`src/rtl/header_detacher_pkg.sv`:
```
// Shared constants, state encoding and beat layout for the header detacher.
package header_detacher_pkg;

  localparam int unsigned DATA_W               = 128;
  localparam int unsigned KEEP_W               = DATA_W / 8;
  localparam int unsigned USER_W               = 32;
  localparam int unsigned BYTES_PER_BEAT       = DATA_W / 8;
  localparam int unsigned HEADER_BEATS         = 2;
  localparam int unsigned ROLLOVER_BYTE_OFFSET = 28;
  localparam int unsigned ROLLOVER_BYTES       = USER_W / 8;
  // Beat carrying the rollover field and the byte lane it starts on.
  localparam int unsigned ROLLOVER_BEAT        = ROLLOVER_BYTE_OFFSET / BYTES_PER_BEAT;
  localparam int unsigned ROLLOVER_LANE        = ROLLOVER_BYTE_OFFSET % BYTES_PER_BEAT;

  typedef enum logic [1:0] {
    HDR0    = 2'd0,
    HDR1    = 2'd1,
    PAYLOAD = 2'd2
  } state_e;

  // One buffered output beat; user travels with the beat so frames never mix.
  typedef struct packed {
    logic [USER_W-1:0] user;
    logic [DATA_W-1:0] data;
    logic [KEEP_W-1:0] keep;
    logic              last;
  } beat_t;

  localparam int unsigned BEAT_W = $bits(beat_t);

  // Big-endian rollover time: first wire byte lands in the top byte of the result.
  function automatic logic [USER_W-1:0] rollover_of(input logic [DATA_W-1:0] d);
    logic [USER_W-1:0] r;
    r = '0;
    for (int unsigned i = 0; i < ROLLOVER_BYTES; i++) begin
      r[USER_W-1-8*i -: 8] = d[8*(ROLLOVER_LANE+i) +: 8];
    end
    return r;
  endfunction

endpackage

```
`src/rtl/header_detacher_skid.sv`:
```
// Two-entry skid buffer: registered output stage plus one overflow slot,
// with a registered input ready that drops only when both slots are occupied.
module header_detacher_skid #(
  parameter int unsigned WIDTH = 8
) (
  input  logic             clk,
  input  logic             rst,
  input  logic             in_valid_i,
  output logic             in_ready_o,
  input  logic [WIDTH-1:0] in_data_i,
  output logic             out_valid_o,
  input  logic             out_ready_i,
  output logic [WIDTH-1:0] out_data_o
);

  logic             out_valid_q, out_valid_d;
  logic [WIDTH-1:0] out_data_q,  out_data_d;
  logic             skid_valid_q, skid_valid_d;
  logic [WIDTH-1:0] skid_data_q,  skid_data_d;
  logic             ready_q,      ready_d;
  logic             push;
  logic             pop;

  // Next-state of both slots; the output slot refills from the skid slot first
  // to preserve ordering.
  always_comb begin
    out_valid_d  = out_valid_q;
    out_data_d   = out_data_q;
    skid_valid_d = skid_valid_q;
    skid_data_d  = skid_data_q;
    push         = in_valid_i & ready_q;
    pop          = out_valid_q & out_ready_i;

    if (!out_valid_q || pop) begin
      if (skid_valid_q) begin
        out_valid_d  = 1'b1;
        out_data_d   = skid_data_q;
        skid_valid_d = push;
        if (push) begin
          skid_data_d = in_data_i;
        end
      end else begin
        out_valid_d = push;
        if (push) begin
          out_data_d = in_data_i;
        end
      end
    end else if (push) begin
      skid_valid_d = 1'b1;
      skid_data_d  = in_data_i;
    end

    ready_d = ~(out_valid_d & skid_valid_d);
  end

  // Slot registers; reset empties the buffer and clears the visible payload.
  always_ff @(posedge clk or posedge rst) begin
    if (rst) begin
      out_valid_q  <= 1'b0;
      out_data_q   <= '0;
      skid_valid_q <= 1'b0;
      skid_data_q  <= '0;
      ready_q      <= 1'b0;
    end else begin
      out_valid_q  <= out_valid_d;
      out_data_q   <= out_data_d;
      skid_valid_q <= skid_valid_d;
      skid_data_q  <= skid_data_d;
      ready_q      <= ready_d;
    end
  end

  assign in_ready_o  = ready_q;
  assign out_valid_o = out_valid_q;
  assign out_data_o  = out_data_q;

endmodule

```
`src/rtl/header_detacher.sv`:
```
// Strips the two-beat Time Tagger header from each frame, forwarding payload
// beats with the frame's rollover time on tuser.
module header_detacher
  import header_detacher_pkg::*;
#(
  parameter int unsigned DATA_WIDTH = 128,
  parameter int unsigned KEEP_WIDTH = (DATA_WIDTH + 7) / 8
) (
  input  logic                  clk,
  input  logic                  rst,

  input  logic                  s_axis_tvalid,
  output logic                  s_axis_tready,
  input  logic [DATA_WIDTH-1:0] s_axis_tdata,
  input  logic [KEEP_WIDTH-1:0] s_axis_tkeep,
  input  logic                  s_axis_tlast,

  output logic                  m_axis_tvalid,
  input  logic                  m_axis_tready,
  output logic [DATA_WIDTH-1:0] m_axis_tdata,
  output logic [KEEP_WIDTH-1:0] m_axis_tkeep,
  output logic                  m_axis_tlast,
  output logic [USER_W-1:0]     m_axis_tuser
);

  // Only the 128-bit datapath with a fixed header layout is implemented.
  if (DATA_WIDTH != DATA_W) begin : g_bad_data_width
    $error("header_detacher: DATA_WIDTH must be 128");
  end
  if (KEEP_WIDTH != KEEP_W) begin : g_bad_keep_width
    $error("header_detacher: KEEP_WIDTH must be DATA_WIDTH/8");
  end
  if (HEADER_BEATS != 2 || ROLLOVER_BEAT != HEADER_BEATS - 1) begin : g_bad_header
    $error("header_detacher: rollover field must sit in the last of two header beats");
  end

  state_e            state_q, state_d;
  logic [USER_W-1:0] rollover_q, rollover_d;
  logic              run_q;
  logic              in_hs;
  logic              skid_in_valid;
  logic              skid_ready;
  beat_t             in_beat;
  beat_t             out_beat;

  // Header beats are always accepted; payload beats follow buffer space.
  assign s_axis_tready = run_q & ((state_q != PAYLOAD) | skid_ready);
  assign in_hs         = s_axis_tvalid & s_axis_tready;
  assign skid_in_valid = s_axis_tvalid & run_q & (state_q == PAYLOAD);

  // Payload beat as pushed into the buffer, tagged with this frame's rollover.
  always_comb begin
    in_beat      = '0;
    in_beat.user = rollover_q;
    in_beat.data = s_axis_tdata;
    in_beat.keep = s_axis_tkeep;
    in_beat.last = s_axis_tlast;
  end

  // Frame tracking: skip two header beats, latch rollover, forward until tlast.
  always_comb begin
    state_d    = state_q;
    rollover_d = rollover_q;
    unique case (state_q)
      HDR0: begin
        if (in_hs) begin
          state_d = s_axis_tlast ? HDR0 : HDR1;
        end
      end
      HDR1: begin
        if (in_hs) begin
          if (s_axis_tlast) begin
            state_d = HDR0;
          end else begin
            state_d    = PAYLOAD;
            rollover_d = rollover_of(s_axis_tdata);
          end
        end
      end
      PAYLOAD: begin
        if (in_hs && s_axis_tlast) begin
          state_d = HDR0;
        end
      end
      default: state_d = HDR0;
    endcase
  end

  // State, rollover and run-enable registers.
  always_ff @(posedge clk or posedge rst) begin
    if (rst) begin
      state_q    <= HDR0;
      rollover_q <= '0;
      run_q      <= 1'b0;
    end else begin
      state_q    <= state_d;
      rollover_q <= rollover_d;
      run_q      <= 1'b1;
    end
  end

  header_detacher_skid #(
    .WIDTH(BEAT_W)
  ) u_skid (
    .clk        (clk),
    .rst        (rst),
    .in_valid_i (skid_in_valid),
    .in_ready_o (skid_ready),
    .in_data_i  (in_beat),
    .out_valid_o(m_axis_tvalid),
    .out_ready_i(m_axis_tready),
    .out_data_o (out_beat)
  );

  assign m_axis_tdata = out_beat.data;
  assign m_axis_tkeep = out_beat.keep;
  assign m_axis_tlast = out_beat.last;
  assign m_axis_tuser = out_beat.user;

endmodule

```
`config.mk`:
```
export PLATFORM = sky130hd
export DESIGN_NAME = header_detacher
export DESIGN_NICKNAME = d
export VERILOG_FILES = /design/src/rtl/header_detacher_pkg.sv /design/src/rtl/header_detacher_skid.sv /design/src/rtl/header_detacher.sv
export SDC_FILE = /design/constraint.sdc
export NUM_CORES = 1
export LEC_CHECK = 0
export CORE_MARGIN = 2
export CORE_UTILIZATION = 35
export DETAILED_ROUTE_END_ITERATION = 10
export HOLD_SLACK_MARGIN = 0.12
export PLACE_DENSITY = 0.55
export SKIP_LAST_GASP = 1
export SYNTH_ARGS = -nofsm -noshare
export SYNTH_HDL_FRONTEND = slang
export SYNTH_HIERARCHICAL = 1
export SYNTH_SLANG_ARGS = --single-unit
```
`constraint.sdc`:
```
create_clock -name clk -period 15.8 [get_ports clk]
set_input_delay 3.16 -clock clk [delete_from_list [all_inputs] [get_ports clk]]
set_output_delay 3.16 -clock clk [all_outputs]
set_load 0.02 [all_outputs]
```
* Yosys cells after proc, flatten, opt, wreduce, memory -nomap -nowiden
Index checks and enable logic that the tools add are counted.
W data, S select, Z words.
** Operators by class
- Equality and inequality tests :: 7
- Muxes and demuxes :: 16
- Bitwise gates (word level) :: 10
- Reduce and logical (&&, ||, !) cells :: 8
** Operators with widths (number)
- $mux W177 :: 5
- $mux W2 :: 4
- $and A1 B1 Y1 :: 7
- $mux W1 :: 6
- $ne A2 B2 Y1 const B :: 3
- $pmux W2 S3 :: 1
- $reduce_and A3 Y1 :: 2
- $ne A2 B1 Y1 const B :: 2
- $eq A2 B1 Y1 const B :: 1
- $eq A2 B2 Y1 const B :: 1
- $logic_not A2 Y1 :: 1
- $not A1 Y1 :: 2
- $reduce_and A2 Y1 :: 1
- $reduce_bool A2 Y1 :: 1
- $logic_and A1 B1 Y1 :: 1
- $logic_not A1 Y1 :: 1
- $logic_or A1 B1 Y1 :: 1
- $or A1 B1 Y1 :: 1
** Word-level totals
- Bits in registers :: 392
- Input port bits :: 149
- Output and inout port bits :: 179
- Logic and storage cells :: 49

* Logic depth before layout (Yosys ltp)
- Word-level depth :: 7
- Mapped depth :: 7
- Gate-level depth less buffers :: 5

* Hierarchy
The synthesis kept the hierarchy.
** Modules (own cells, without submodules)
- header_detacher_skid :: instances 1, cells each 955, area an instance 15366.0 um^2, sequential area each 8933.6 um^2
- header_detacher :: instances 1, cells each 84, area an instance 1370.1 um^2, sequential area each 875.8 um^2

* Least setup slack after synthesis
OpenSTA, ideal clock, no wires.
- Path kind :: input -> register
- From :: input port s_axis_tvalid
- To :: register u_skid.out_data_q[0], in the netlist u_skid/out_data_o[0]
- Library setup time :: 0.125 ns
- Arrival :: 4.444 ns
- Required time :: 15.675 ns
- Path slack :: 11.232 ns
- Cell stages on the path :: 7
- Buffers on the path :: 2
- Cell sequence :: nand2_2 -> nor2_1 -> a21oi_2 -> nor2_2 -> buf_2 -> buf_6 -> mux2_2
** On the way
- Cells in the longest elaborated chain, start to end :: 5
** RTL lines
- start, declared :: RTL line header_detacher.sv:12 : input logic s_axis_tvalid,
- $and A1 B1 Y1 (2 in series) :: RTL line header_detacher.sv:49 : assign skid_in_valid = s_axis_tvalid & run_q & (state_q == PAYLOAD);
- net skid_in_valid :: RTL line header_detacher.sv:41 : logic skid_in_valid;
- $and A1 B1 Y1 :: RTL line header_detacher_skid.sv:31 : push = in_valid_i & ready_q;
- $reduce_bool A2 Y1 (no source line)
- $reduce_and A2 Y1 (no source line)
- end signal, assigned :: RTL line header_detacher_skid.sv:66 : out_data_q <= out_data_d;
- end, declared :: RTL line header_detacher_skid.sv:17 : logic [WIDTH-1:0] out_data_q, out_data_d;
The timed path passes the listed nets, and every way through them passes these cells.
A chain may end at the register's enable or synchronous reset.

* Final worst setup path
- From :: input port s_axis_tvalid
- To :: register u_skid.out_data_q[101], in the netlist u_skid/out_data_o[101]
Same word-level chain as after synthesis.

==> flow_summary.toml <==
[timing]
min_period_over_period = 0.371
setup_tns_ns = 0
rsz0062_at_grt = "false"
slew_viol_final = 0
worst_slack_ns = 9.93
tightest_slew_ns = 1.17
final-hold-violation-count = 0
fmax_mhz = 170
fin_crit_ns = 5.87
maxSlewHeadroom = 0.223
finClkSkew_ns = 0.0165
setup_viol = 0

[detailed_routing]
detail_route.wirelength_um = 39400
viasPerCell = 4.82
drc = 0
drtIter0Drc = 318
vias = 9651
first_pass_iters = 4
wl_per_cell_um = 19.6
antenna_left = 0

[power]
internal_power_uw = 2770
clockPowerShare = 0.235
p_comb_frac = 0.356
p_leak_uw = 0.00944
power_density_nw_per_um2 = 184
irDropWorstVdd_uv = 102
switching_share = 0.310
switching_power_uw = 1250
p_seq_frac = 0.409

[setup_path]
startpoint_type = "input pin"
r2r-start = "u_skid/skid_valid_q$_DFF_PP0_"
timing.rr.end = "u_skid/skid_data_q[106]$_DFFE_PP0P_"
reg2reg_setup_slack_ns = 12.20
worst_ep_arrival_time_ns = 6.29
cp.required_ns = 16.22
cp-startpoint = "s_axis_tvalid"
path_max_fanout = 155
crit_end = "u_skid/out_data_o[101]$_DFFE_PP0P_"
endpoint_kind = "register"
reg2regPathDepth = 4
crit_type = "in -> reg"

[layout]
area_growth_pct = 30.2
drive_gt1_frac = 0.382
nFillCells = 4278
fin_nets = 1511
stdcell_count = 2003
final_core_util = 0.459
design_area_um2 = 21800

[flow_run]
maxCapViolations = 0

[cts]
post-cts-setup-buffers = 0
numCtsBuffers = 45
tritoncts = "yes"
ctsRootBufferMaster = "clkbuf_16"
cts-hold-fix-buffers = 0
cts_sinks = 392
worstSkewPairLatency_ns = 0.56
clock_path_buffers = 3
htreeDepth = 2
postCtsResizedCells = 0
clk_pin_slew_ns = 0.05

[place]
numPortBuffers = 327
gp_congestion = 0.739
placed_area_um2 = 20500
placed_cells = 1930
dp_hpwl_um = 24900
pre_cts_ws_ns = 9.28

[floorplan]
start_util = 0.353
die_x_um = 223
fp-row-count = 80
io-pin-count = 328
die_area_um2 = 49600
die_y_um = 223
core_um2 = 47400

[synth]
synthFlopType = "dfrtp_1"
synth_edf_count = 0
syn_inst = 1039
synth.distinct_cells = 25
avgSynthCellArea_um2 = 16.1
synth_warnings = 6
syn_area_um2 = 16700
ys_ff_latch = 392
seq_area_frac_synth = 0.586
syn_nets = 1188
async_flop_share = 1.00

[global_route]
overflow = 0
grt_pass1_wl_um = 62100
grt_usage = 0.160
grt_max_degree = 172
first_global_vias = 10100
antenna_found_initial = 7

[min_path]
hp-class = "reg -> reg"

[run_status]
outcome = "completed"
==> power by group through the flow <==
stage / logic, uW / clock network, uW / registers (uW)
after floorplan: 533 / 0 / 1900
after CTS: 1460 / 986 / 1650
after detailed placement: 1450 / 0 / 1670
after global routing: 1520 / 1030 / 1710
after global placement: 1440 / 0 / 1650
final: 1430 / 943 / 1650
==> cell type report <==
cell class,count,area (um2),area share
Sequential cell,392,9810,0.450
Multi-Input combinational cell,584,6510,0.299
Timing Repair Buffer,337,3370,0.155
Clock buffer,66,1270,0.0585
Tap cell,615,769,0.0353
Clock inverter,5,32.5,0.00149
Inverter,2,15.0,0.000689
Antenna cell,2,5.00,0.000230
==> cells by family (layout without fill, tap and decap cells) <==
family | count (synthesis) | count (layout) | share of synthesized area
muxes | 563 | 563 | 0.379
DFF | 392 | 392 | 0.586
buffers and inverters | 63 | 410 | 0.0254
and+or+nand+nor | 14 | 14 | 0.00621
AOI/OAI and AO/OA | 6 | 6 | 0.00322
other | 1 | 3 | 0.000224
==> worst min path at each step <==
stage                                                  start                                  to  slack, ns  depth (start not counted)
after floorplan            u_skid/skid_data_q[0]$_DFFE_PP0P_   u_skid/skid_data_q[0]$_DFFE_PP0P_       0.46                          1
after global placement    u_skid/skid_data_q[13]$_DFFE_PP0P_  u_skid/skid_data_q[13]$_DFFE_PP0P_       0.47                          1
after detailed placement  u_skid/skid_data_q[27]$_DFFE_PP0P_  u_skid/skid_data_q[27]$_DFFE_PP0P_       0.48                          1
after CTS                 u_skid/skid_data_q[27]$_DFFE_PP0P_  u_skid/skid_data_q[27]$_DFFE_PP0P_       0.49                          1
after global routing      u_skid/skid_data_q[38]$_DFFE_PP0P_  u_skid/skid_data_q[38]$_DFFE_PP0P_       0.50                          1
final                     u_skid/skid_data_q[33]$_DFFE_PP0P_  u_skid/skid_data_q[33]$_DFFE_PP0P_       0.48                          1
==> registers in the layout, summed over array words and instances, names as in the netlist <==
register and count:
state_q 2, run_q 1, u_skid/out_valid_o 1, u_skid/skid_data_q 177, rollover_q 32, u_skid/out_data_o 177
u_skid/skid_valid_q 1, u_skid/in_ready_o 1
==> stage by stage <==
step / power, uW / hold slack, ns
after global placement: 3090 / 0.467
after CTS: 4090 / 0.488
after floorplan: 2430 / 0.459
after global routing: 4250 / 0.496
after detailed placement: 3120 / 0.475
final: 4020 / 0.484
==> Yosys cell counts (2+ instances only) <==
cell type | instances | share of area
mux2_2 | 453 | 0.30
nor2_1 | 2 | 0.00045
buf_6 | 9 | 0.0061
buf_2 | 28 | 0.0084
mux2_1 | 110 | 0.074
a21oi_1 | 2 | 0.00060
dfrtp_1 | 392 | 0.59
nand2b_1 | 2 | 0.00075
nand2_1 | 2 | 0.00045
buf_4 | 23 | 0.010
inv_1 | 2 | 0.00045
==> critical path: stages <==
cell and delay (ns):
clkdlybuf4s50_1 0.53, nand2_2 0.11, nor2_1 0.27, a21oi_2 0.13, nor2_4 0.62, buf_12 0.64
mux2_2 0.43
==> layer usage <==
layer  track usage  wire length, um  vias up
met5             0               79        -
met4        0.0468              771       12
met3        0.0529             2790       66
met2         0.245            17700      225
met1         0.217            18000     4961
li1              -                -     4387
==> layout by cell type, fill, tap and decap left out, types with 3 or more instances in the layout <==
cell / n
mux2_1: 110
dfrtp_1: 391
buf_4: 8
clkbuf_8: 7
clkdlybuf4s50_1: 327
mux2_2: 453
clkinv_2: 3
clkbuf_1: 14
clkbuf_16: 45
Power figures use the tool's default switching activity.
